`src/rtl/score_digit_ctrl.sv`:
```
// Binary score to four BCD digit codes, using sequential double-dabble and optional leading-zero blanking.
// Latency: WIDTH+1 cycles from the load edge to valid digits; outputs update atomically with a one-cycle done pulse.
// Backpressure: load is honoured only while busy=0; a load during a conversion is dropped, not queued.
module score_digit_ctrl #(
    parameter int         WIDTH      = 14,
    parameter logic [3:0] BLANK_CODE = 4'd10
) (
    input  logic             clk,
    input  logic             clr,
    input  logic [WIDTH-1:0] score,
    input  logic             load,
    input  logic             blank_lz,
    output logic             busy,
    output logic             done,
    output logic             sat,
    output logic [3:0]       digitL,
    output logic [3:0]       digitML,
    output logic [3:0]       digitMR,
    output logic [3:0]       digitR
);

    typedef enum logic [1:0] {IDLE, SHIFT, FORMAT} state_t;

    localparam int               CW        = $clog2(WIDTH + 1);
    localparam logic [WIDTH-1:0] MAX_SCORE = WIDTH'(9999);
    localparam logic [CW-1:0]    CNT_INIT  = CW'(WIDTH);

    state_t           state;
    state_t           state_nxt;
    logic [WIDTH-1:0] bin;
    logic [15:0]      bcd;
    logic [15:0]      bcd_adj;
    logic [CW-1:0]    cnt;
    logic             sat_n;
    logic             blz;
    logic             over;
    logic             bl3;
    logic             bl2;
    logic             bl1;

    // Scores above 9999 are clamped so the four-nibble result always stays decimal.
    assign over = (score > MAX_SCORE);
    assign busy = (state != IDLE);

    // Add-3 correction on every nibble that would overflow past 9 when doubled.
    always_comb begin
        bcd_adj = bcd;
        for (int i = 0; i < 4; i++) begin
            if (bcd[4*i +: 4] >= 4'd5) begin
                bcd_adj[4*i +: 4] = bcd[4*i +: 4] + 4'd3;
            end
        end
    end

    // Leading-zero blanking chains from the left; an internal zero breaks the chain.
    always_comb begin
        bl3 = blz && (bcd[15:12] == 4'd0);
        bl2 = bl3 && (bcd[11:8] == 4'd0);
        bl1 = bl2 && (bcd[7:4] == 4'd0);
    end

    // State register.
    always_ff @(posedge clk or posedge clr) begin
        if (clr) begin
            state <= IDLE;
        end else begin
            state <= state_nxt;
        end
    end

    // Next-state logic: WIDTH shift cycles, then one formatting cycle.
    always_comb begin
        state_nxt = state;
        case (state)
            IDLE:    if (load) state_nxt = SHIFT;
            SHIFT:   if (cnt == CW'(1)) state_nxt = FORMAT;
            FORMAT:  state_nxt = IDLE;
            default: state_nxt = IDLE;
        endcase
    end

    // Conversion datapath and registered display outputs.
    always_ff @(posedge clk or posedge clr) begin
        if (clr) begin
            bin     <= '0;
            bcd     <= '0;
            cnt     <= '0;
            sat_n   <= 1'b0;
            blz     <= 1'b0;
            done    <= 1'b0;
            sat     <= 1'b0;
            digitL  <= BLANK_CODE;
            digitML <= BLANK_CODE;
            digitMR <= BLANK_CODE;
            digitR  <= 4'd0;
        end else begin
            done <= 1'b0;
            case (state)
                IDLE: begin
                    if (load) begin
                        bin   <= over ? MAX_SCORE : score;
                        sat_n <= over;
                        blz   <= blank_lz;
                        bcd   <= '0;
                        cnt   <= CNT_INIT;
                    end
                end
                SHIFT: begin
                    bcd <= {bcd_adj[14:0], bin[WIDTH-1]};
                    bin <= {bin[WIDTH-2:0], 1'b0};
                    cnt <= cnt - CW'(1);
                end
                FORMAT: begin
                    digitL  <= bl3 ? BLANK_CODE : bcd[15:12];
                    digitML <= bl2 ? BLANK_CODE : bcd[11:8];
                    digitMR <= bl1 ? BLANK_CODE : bcd[7:4];
                    digitR  <= bcd[3:0];
                    sat     <= sat_n;
                    done    <= 1'b1;
                end
                default: ;
            endcase
        end
    end

endmodule

```
`config.mk`:
```
export PLATFORM = sky130hd
export DESIGN_NAME = score_digit_ctrl
export DESIGN_NICKNAME = d
export VERILOG_FILES = /design/src/rtl/score_digit_ctrl.sv
export SDC_FILE = /design/constraint.sdc
export NUM_CORES = 1
export LEC_CHECK = 0
export CELL_PAD_IN_SITES_DETAIL_PLACEMENT = 1
export CELL_PAD_IN_SITES_GLOBAL_PLACEMENT = 1
export CORE_ASPECT_RATIO = 0.75
export CORE_MARGIN = 8
export CORE_UTILIZATION = 45
export DETAILED_ROUTE_END_ITERATION = 6
export HOLD_SLACK_MARGIN = 0.15
export PLACE_DENSITY_LB_ADDON = 0.1
export RECOVER_POWER = 50
export SETUP_SLACK_MARGIN = 0.2
export SLEW_MARGIN = 30
export SYNTH_ARGS = -nofsm -noshare
export SYNTH_HDL_FRONTEND = slang
export SYNTH_SLANG_ARGS = --single-unit
```
`constraint.sdc`:
```
create_clock -name clk -period 2.6 [get_ports clk]
set_clock_uncertainty 0.15 [all_clocks]
set_input_delay 0.39 -clock clk [delete_from_list [all_inputs] [get_ports clk]]
set_output_delay 0.39 -clock clk [all_outputs]
set_load 0.01 [all_outputs]
```
# Word level (Yosys, flattened, before mapping)
# Cells that the tools add are included.
totals:
  register_bits: 56
classes:
  add_sub_neg: 5
  order_cmp: 5
  n_eq_ne: 5
  muxes: 18
  n_reduce_logical: 12
op_table:
  columns: ["op", "n"]
  rows:
  - ["16-bit case mux with 2 select lines", 1]
  - ["14-bit two-way mux", 2]
  - ["4-bit two-way mux", 7]
  - ["14-bit case mux with 2 select lines", 1]
  - ["4-bit by 3-bit greater-or-equal comparator with 1-bit output (second input constant)", 4]
  - ["16-bit two-way mux", 1]
  - ["14-bit > comparator (second input constant)", 1]
  - ["4-bit by 2-bit adder with 4-bit output (second input constant)", 3]
  - ["4-bit zero test", 3]
  - ["4-bit case mux with 2 select lines", 1]
  - ["2-bit AND reduction", 3]
  - ["4-bit by 1-bit == test with 1-bit output (second input constant)", 1]
  - ["2-bit two-way mux", 2]
  - ["2-bit != test (second input constant)", 2]
  - ["2-bit case mux with 2 select lines", 1]
  - ["2-bit nonzero test", 2]
  - ["4-bit by 1-bit subtractor with 4-bit output (second input constant)", 1]
  - ["3-bit by 2-bit adder with 3-bit output (second input constant)", 1]
  - ["1-bit logical AND", 3]
  - ["3-bit two-way mux", 1]
  - ["2-bit by 1-bit == test with 1-bit output (second input constant)", 1]
  - ["2-bit == test (second input constant)", 1]
  - ["2-bit zero test", 1]
  - ["1-bit two-way mux", 1]

# Longest topological paths before layout
# Gate-level depths: netlist of the first run.
depth:
  word_depth: 5
  mapped_depth: 6
  mapped_depth_nobuf: 6

# Least setup slack after synthesis of the first run
# Ideal clock, no wire load.
synth_timing:
  path_kind: "reg2reg"
  startpoint: "reg bcd[12]"
  endpoint: "reg digitMR[0]"
  arrival_time_ps: 1356
  required_ps: 2329
  path_slack_ps: 973
  stages_incl_launch_ff: 7
  period_less_slack_ps: 1627
  cell_sequence: "dfrtp_1 inv_1 ha_1 and4bb_2 and3_1 nand3_1 a22o_1"
synth_via:
  elab_chain_len: 5
synth_rtl:
  columns: ["item", "line_no", "rtl"]
  rows:
  - ["start: declaration", "31", "logic [15:0] bcd;"]
  - ["start signal: assignment", "109", "bcd <= {bcd_adj[14:0], bin[WIDTH-1]};"]
  - ["4-bit zero test", "57", "bl3 = blz && (bcd[15:12] == 4'd0);"]
  - ["1-bit logical AND", "57", null]
  - ["1-bit logical AND", "58", "bl2 = bl3 && (bcd[11:8] == 4'd0);"]
  - ["1-bit logical AND", "59", "bl1 = bl2 && (bcd[7:4] == 4'd0);"]
  - ["4-bit two-way mux", "116", "digitMR <= bl1 ? BLANK_CODE : bcd[7:4];"]
  - ["end signal: assignment", "116", null]
  - ["end: declaration", "18", "output logic [3:0] digitMR,"]
# Every way passes these cells.
# A chain may end at the register's enable or synchronous reset.

# Worst setup path after layout of the first run
layout_timing:
  startpoint: "reg state[1]"
  endpoint: "out busy"
layout_via:
  elab_chain_len: 1
layout_rtl:
  columns: ["item", "line_no", "rtl"]
  rows:
  - ["start: declaration", "28", "state_t state;"]
  - ["start signal: assignment", "67", "state <= state_nxt;"]
  - ["2-bit nonzero test", "43", "assign busy = (state != IDLE);"]
  - ["end: declaration", "13", "output logic busy,"]
# Every way passes these cells.

==> impl_results.md, run 1 <==
- Clock-pin slew on the worst setup and hold paths: 0.10 ns
- Final hold vios: 0
- Vias in the first global route: around 2200
- Nets: 334
- Total die area: 8590 um2
- Synthesized area per cell: approximately 10 um2
- CP Capture Type: primary output
- Rows: 24
- Main synth FF type: dfrtp_1
- Area contributors post-synth: dfrtp_1, nand2_1, ha_1, dfstp_2, o21ai_0
- Remaining Overflow, GRT: 0
- Sink Count: 56
- Post-Syn Area: 2640 um2
- Post-Route WL: 6360 um
- Post-CTS Resized: 0
- Initial Utilization: 45.9%
- Max Root-Sink Buffers: 2
- Count of unique library cells instantiated by Yosys: 38
- Antenna violations before repair: 0
- 1st-iter DRT viols: about 120
- Max-Cap Viols: 0
- Most frequent cell after synthesis: dfrtp_1
- Synth Area in XOR/XNOR: 1.66%
- Post-synthesis sequential area ratio: 53.5%
- Adder-cell share of the synthesized area: 6.17%
- Post-CTS setup buffer count: 0
- Hold-fix buffers at CTS: 0
- Fillers: 647
- Worst-path fanout max: 7
- Pwr dens: ~1100 nW/um2
- First-pass GRT wire length: around 11000 um
- Via-to-Cell Ratio: 5.42
- Final min period: 2.14 ns
- Synth warnings: 0
- Largest net degree at the start of global routing: 30
- CTS tree: yes
- First-pass DRT Iterations: 5
- Post-synth EDFFs: 0
- Worst endpoint required time: 2.06 ns
- Gr usage total: 16.1%
- Final Non-Filler Cells: 382
- Leak: between 1 and 1.5 nW
- Largest family of logic cells by synthesized area: compound AO/OA/AOI/OAI gates
- Final setup fails: 0
- Cells after DPL: roughly 370
- # port buffers: 36
- Min-delay worst type: reg2reg
- DIE WIDTH: 104 um
- Layout area overhead: 21.3%
- Syn Nets: approximately 300
- Synth area leader: dfrtp_1
- Antenna cells: 0
- Rel. slew slack: 40.2%
- Worst Tran Pin Value: 0.893 ns
- Max Transition Viols Final: 0
- # IOs: 37
- Share of layout cells above drive strength 1: 7.89%
- Placeable Area: 5740 um2
- Drt wl/cell: 16.7 um
- Post-synth top area share: between 40% and 50%
- Skew-Pair Late Insertion Delay: between 0.3 and 0.4 ns
- Clock buffers created by TritonCTS: 5
- Post-synth top cells: dfrtp_1, nand2_1, o21ai_0
- Die Y: 82.3 um
- H-tree depth: 2
- Clk root buf: clkbuf_8
- Outcome: completed
- Via count: 2069
- Residual DRC: 0
- Asr flop ratio synth: 100%
- CP Class: reg2out
- RSZ-0062 raised after global routing: false
- Fmax: 467 MHz
- Mapped Cells: 264
- Worst setup SP type: flop
- Flop and latch count out of synthesis: 56
- Worst IR Drop VDD: 0.000527 V
- GPL Wtd Cong: 0.757
- Post-synthesis simple-gate area fraction: around 17%
- Final Cycle Share: 82.4%
- Post-DP HPWL: 4540 um
- Setup TNS: 0 ns
- ANT nets after route: 0
- CP Data Arrival Time: 1.60 ns
- Compound-cell area share of the yosys netlist: between 10% and 20%
- Mux share of post-synthesis cell area: 0%
## worst paths after layout
| kind | cells after the start | startpoint | slack (ns) | end |
|---|---|---|---|---|
| worst min register to register | 2 | digitML[3] | 0.31 | digitML[3] |
| worst max-delay path | 2 | state[1] | 0.46 | busy |
| worst min-delay path | 2 | digitML[3] | 0.31 | digitML[3] |
| min in group asynchronous | 2 | clr | 0.46 | cnt[2] |
| max in group asynchronous | 3 | clr | 0.72 | digitR[0] |
| worst max register to register | 4 | state[1] | 0.67 | bcd[15] |
## power breakdown
| group | switching [mW] | internal, mW | total, mW |
|---|---|---|---|
| sequential | 0.282 | 1.26 | 1.54 |
| combinational | 0.811 | 0.720 | 1.53 |
| clock | 0.289 | 0.285 | 0.574 |
| total | 1.38 | 2.26 | 3.65 |
## registers in the layout, indices dropped and copies added (netlist names)
| signal | cells |
|---|---|
| done | 1 |
| bcd | 16 |
| blz | 1 |
| digitL | 4 |
| sat_n | 1 |
| digitMR | 4 |
| digitML | 4 |
| digitR | 4 |
| sat | 1 |
| cnt | 4 |
| bin | 14 |
| state | 2 |
## per-stage QoR
| stage | worst slack [ns] | utilization [%] | instance area (um2) | power (mW) | hold slack, ns |
|---|---|---|---|---|---|
| 2_1_floorplan | 0.699 | - | 2640 | 2.52 | 0.287 |
| 3_3_place_gp | 0.375 | 54.2 | 3110 | 3.02 | 0.293 |
| 3_5_place_dp | 0.358 | 54.2 | 3110 | 3.09 | 0.297 |
| 4_1_cts | 0.434 | 56.1 | 3220 | 3.69 | 0.239 |
| 5_1_grt | 0.405 | 55.7 | 3200 | 3.94 | 0.344 |
| 6_report | 0.458 | 55.7 | 3200 | 3.65 | 0.307 |
## kinds of logic (layout without fill, tap and decap cells)
group           count (synthesis)  count (layout)
flops                          56              56
buf+inv                        24              64
simple gates                   96              96
fa+ha+maj                      13              13
compound gates                 70              70
xor+xnor                        5               5
## layout make-up
cell class              count  area, um2  area share, %
inverters                  13       48.8           1.53
multi-input cells         184       1120           35.1
flip-flops and latches     56       1410           44.1
clock inverters             3       42.5           1.33
clock buffers               5       68.8           2.15
well taps                  78       97.6           3.05
repair buffers             43        407           12.7
## critical path: stages, from the launching register on
cell             delay (ns)
dfrtp_1                0.47
or2_2                  0.33
clkdlybuf4s50_1        0.48
## cells in the final DEF (no fill, tap or decap), drive strengths merged, types with 2 or more instances in the layout
master         Yosys  routed
a211oi             2       2
a21o               4       4
a21oi              8       8
a22o               5       5
a22oi              3       3
a31oi              3       3
a32o               4       4
buf                6       5
clkbuf             5       7
clkdlybuf4s50      0      35
dfrtp             50      50
dfstp              6       6
ha                13      13
inv               13      13
nand2             50      50
nand2b             6       6
nand3              5       5
nor2              15      15
nor3               7       7
nor3b              4       4
nor4               2       2
o21ai             17      17
o22ai             12      12
o311ai             4       4
o31ai              7       7
xnor2              4       4
## layer usage
layer,wire length (um),part of all wire [%],global-route usage [%]
met4,90,1.4,6.04
met5,0,0,0
met2,2760,43,25.1
met1,3270,51,21.5
met3,250,3.9,3.72
Note: power is estimated with default switching activity, not from simulation.
==> inputs of run 2 (changes only) <==
--- a/config.mk
+++ b/config.mk
@@ -9,7 +9,7 @@
 export CELL_PAD_IN_SITES_GLOBAL_PLACEMENT = 1
 export CORE_ASPECT_RATIO = 0.75
 export CORE_MARGIN = 8
-export CORE_UTILIZATION = 45
+export CORE_UTILIZATION = 42
 export DETAILED_ROUTE_END_ITERATION = 6
 export HOLD_SLACK_MARGIN = 0.15
 export PLACE_DENSITY_LB_ADDON = 0.1
==> constraint.sdc (replaced) <==
create_clock -name clk -period 2.05 [get_ports clk]
set_clock_uncertainty 0.15 [all_clocks]
set_input_delay 0.3075 -clock clk [delete_from_list [all_inputs] [get_ports clk]]
set_output_delay 0.3075 -clock clk [all_outputs]
set_load 0.01 [all_outputs]
==> impl_results.md, run 2 (synthesized netlist as in run 1, its figures left out) <==
- Largest net degree at the start of global routing: 46 (was 30)
- Max reg flops: 16 (unchanged)
- Outcome: completed (unchanged)
- First-pass DRT Iterations: 4 (was 5)
- CP Capture Type: flop (was primary output)
- Residual DRC: 0 (unchanged)
- Post-Route WL: 6490 um (was 6360 um)
- Final min period: 1.80 ns
- Initial Utilization: 42.5% (was 45.9%)
- Antenna violations before repair: 0 (unchanged)
- Worst R2R Setup Slack: 0.25 ns (was 0.67 ns)
- Layout area overhead: 23.5% (was 21.3%)
- Max Root-Sink Buffers: 2 (unchanged)
- CP Class: reg2reg (was reg2out)
- Via-to-Cell Ratio: 5.33 (was 5.42)
- Post-DP HPWL: 4620 um (was 4540 um)
- CTS tree: yes (unchanged)
- Final hold vios: 0 (unchanged)
- Pwr dens: 1400 nW/um2 (was 1140 nW/um2)
- Drt wl/cell: 16.5 um (was 16.7 um)
- Rel. slew slack: 59.9% (was 40.2%)
- Min-delay worst type: reg2reg (unchanged)
- RSZ-0062 raised after global routing: true (was false)
- Util after Layout: 52.5% (was 55.7%)
- Top flop regs: bcd: 16 flops, bin: 14 flops (unchanged)
- Vias in the first global route: 2149 (was 2212)
- Worst Tran Pin Value: 0.600 ns (was 0.893 ns)
- Final setup fails: 0 (unchanged)
- # port buffers: 36 (unchanged)
- Gr usage total: 15.0% (was 16.1%)
- Via count: 2091 (was 2069)
- CP Data Arrival Time: 1.84 ns (was 1.60 ns)
- Skew-Pair Late Insertion Delay: 0.31 ns (about the same)
- Most frequent cells in the layout: nand2_1, dfrtp_1, clkdlybuf4s50_1, o21ai_0 (was dfrtp_1, nand2_1, clkdlybuf4s50_1, o21ai_0, nor2_1)
- Fmax: 557 MHz
- Remaining Overflow, GRT: 0 (unchanged)
- DIE WIDTH: 107 um (was 104 um)
- Placeable Area: 6190 um2 (was 5740 um2)
- Worst endpoint required time: 2.09 ns (was 2.06 ns)
- # IOs: 37 (unchanged)
- Share of layout cells above drive strength 1: 12.2% (was 7.89%)
- Die Y: 84.6 um (was 82.3 um)
- Clock-pin slew on the worst setup and hold paths: 0.10 ns (about the same)
- Total die area: 9090 um2 (was 8590 um2)
- Max-Cap Viols: 0 (unchanged)
- Leak: 1.48 nW (was 1.44 nW)
- Final Cycle Share: 87.6%
- ANT nets after route: 0 (unchanged)
- Max Transition Viols Final: 0 (unchanged)
- Worst IR Drop VDD: 0.000549 V (was 0.000527 V)
- Final Cell Area: 3250 um2 (was 3200 um2)
- Most flop-heavy register: bcd (unchanged)
- Antenna cells: 0 (unchanged)
- 1st-iter DRT viols: 52 (was 119)
- Cell area after placement: 3150 um2 (was 3110 um2)
- Nets: 341 (was 334)
- Clk root buf: clkbuf_8 (unchanged)
- First-pass GRT wire length: 11100 um (was 11200 um)
- Worst-path fanout max: 11 (was 7)
- Sink Count: 56 (unchanged)
- Rows: 25 (was 24)
- H-tree depth: 2 (unchanged)
- GPL Wtd Cong: 0.741 (was 0.757)
- Clock buffers created by TritonCTS: 5 (unchanged)
- Worst setup SP type: flop (unchanged)
[run 2: changes by cell type in the layout (fill, tap and decap cells not counted), moves of 2 or more]
cell / previous run / this run
dfrtp_2: 0 / 2
nor2_2: 0 / 2
a21oi_1: 8 / 5
dlygate4sd2_1: 0 / 7
dfrtp_1: 50 / 48
clkdlybuf4s50_1: 35 / 29
buf_4: 5 / 8
nor2_1: 15 / 13
a21oi_2: 0 / 3
clkbuf_1: 1 / 4
[run 2: where the power goes]
part           leakage (nW)  internal, mW  switching (mW)
clock                0.0510         0.271           0.368
sequential            0.695          1.60           0.364
combinational         0.732         0.933            1.03
total                  1.48          2.80            1.77
[run 2: worst paths after layout]
kind	endpoint	cells past startpoint	from
setup reg to reg	bin[0]	6	state[1]
min in group asynchronous	digitL[2]	3	clr
setup / recovery	bin[0]	6	state[1]
hold reg to reg	digitL[1]	2	digitL[1]
max in group asynchronous	digitMR[3]	4	clr
hold / removal	digitL[1]	2	digitL[1]
[run 2: layer usage]
layer	wire [um]	global-route usage (%)	up-vias
met5	0	0	-
met4	96	4.90	0
met3	246	3.29	10
met2	2760	21.9	31
met1	3390	21.3	1030
li1	-	-	1020
[run 2: repair_timing]
action,in CTS,in global routing
gates cloned,0,0
hold buffers,1,0
endpoints found under the setup margin,18,17
endpoints found under the hold margin,7,0
buffers inserted,1,0
resized for setup,12,5
[run 2: final cells by class]
class,instances,area [um2]
Tap cell,81,101
Sequential cell,56,1410
Inverter,13,48.8
Fill cell,702,2940
Clock buffer,6,82.6
Timing Repair Buffer,50,457
Clock inverter,2,10.0
Multi-Input combinational cell,184,1140
[run 2: stage by stage]
stage	cells	total power [mW]	TNS (ns)	worst slack (ns)	hold WS (ns)
after global routing	392	4.95	0	0.155	0.321
after CTS	392	4.60	0	0.212	0.309
after floorplan	264	3.20	0	0.231	0.263
final	392	4.57	0	0.254	0.305
after global placement	382	3.87	-0.824	-0.100	0.293
after detailed placement	382	3.96	-1.45	-0.146	0.295
[run 2: worst max-delay path: stages, from the launching register on]
cell	delay, ns
dfrtp_2	0.41
clkbuf_1	0.17
nor3b_2	0.26
buf_4	0.24
nand2_2	0.16
nor3_1	0.21
nor3_1	0.08
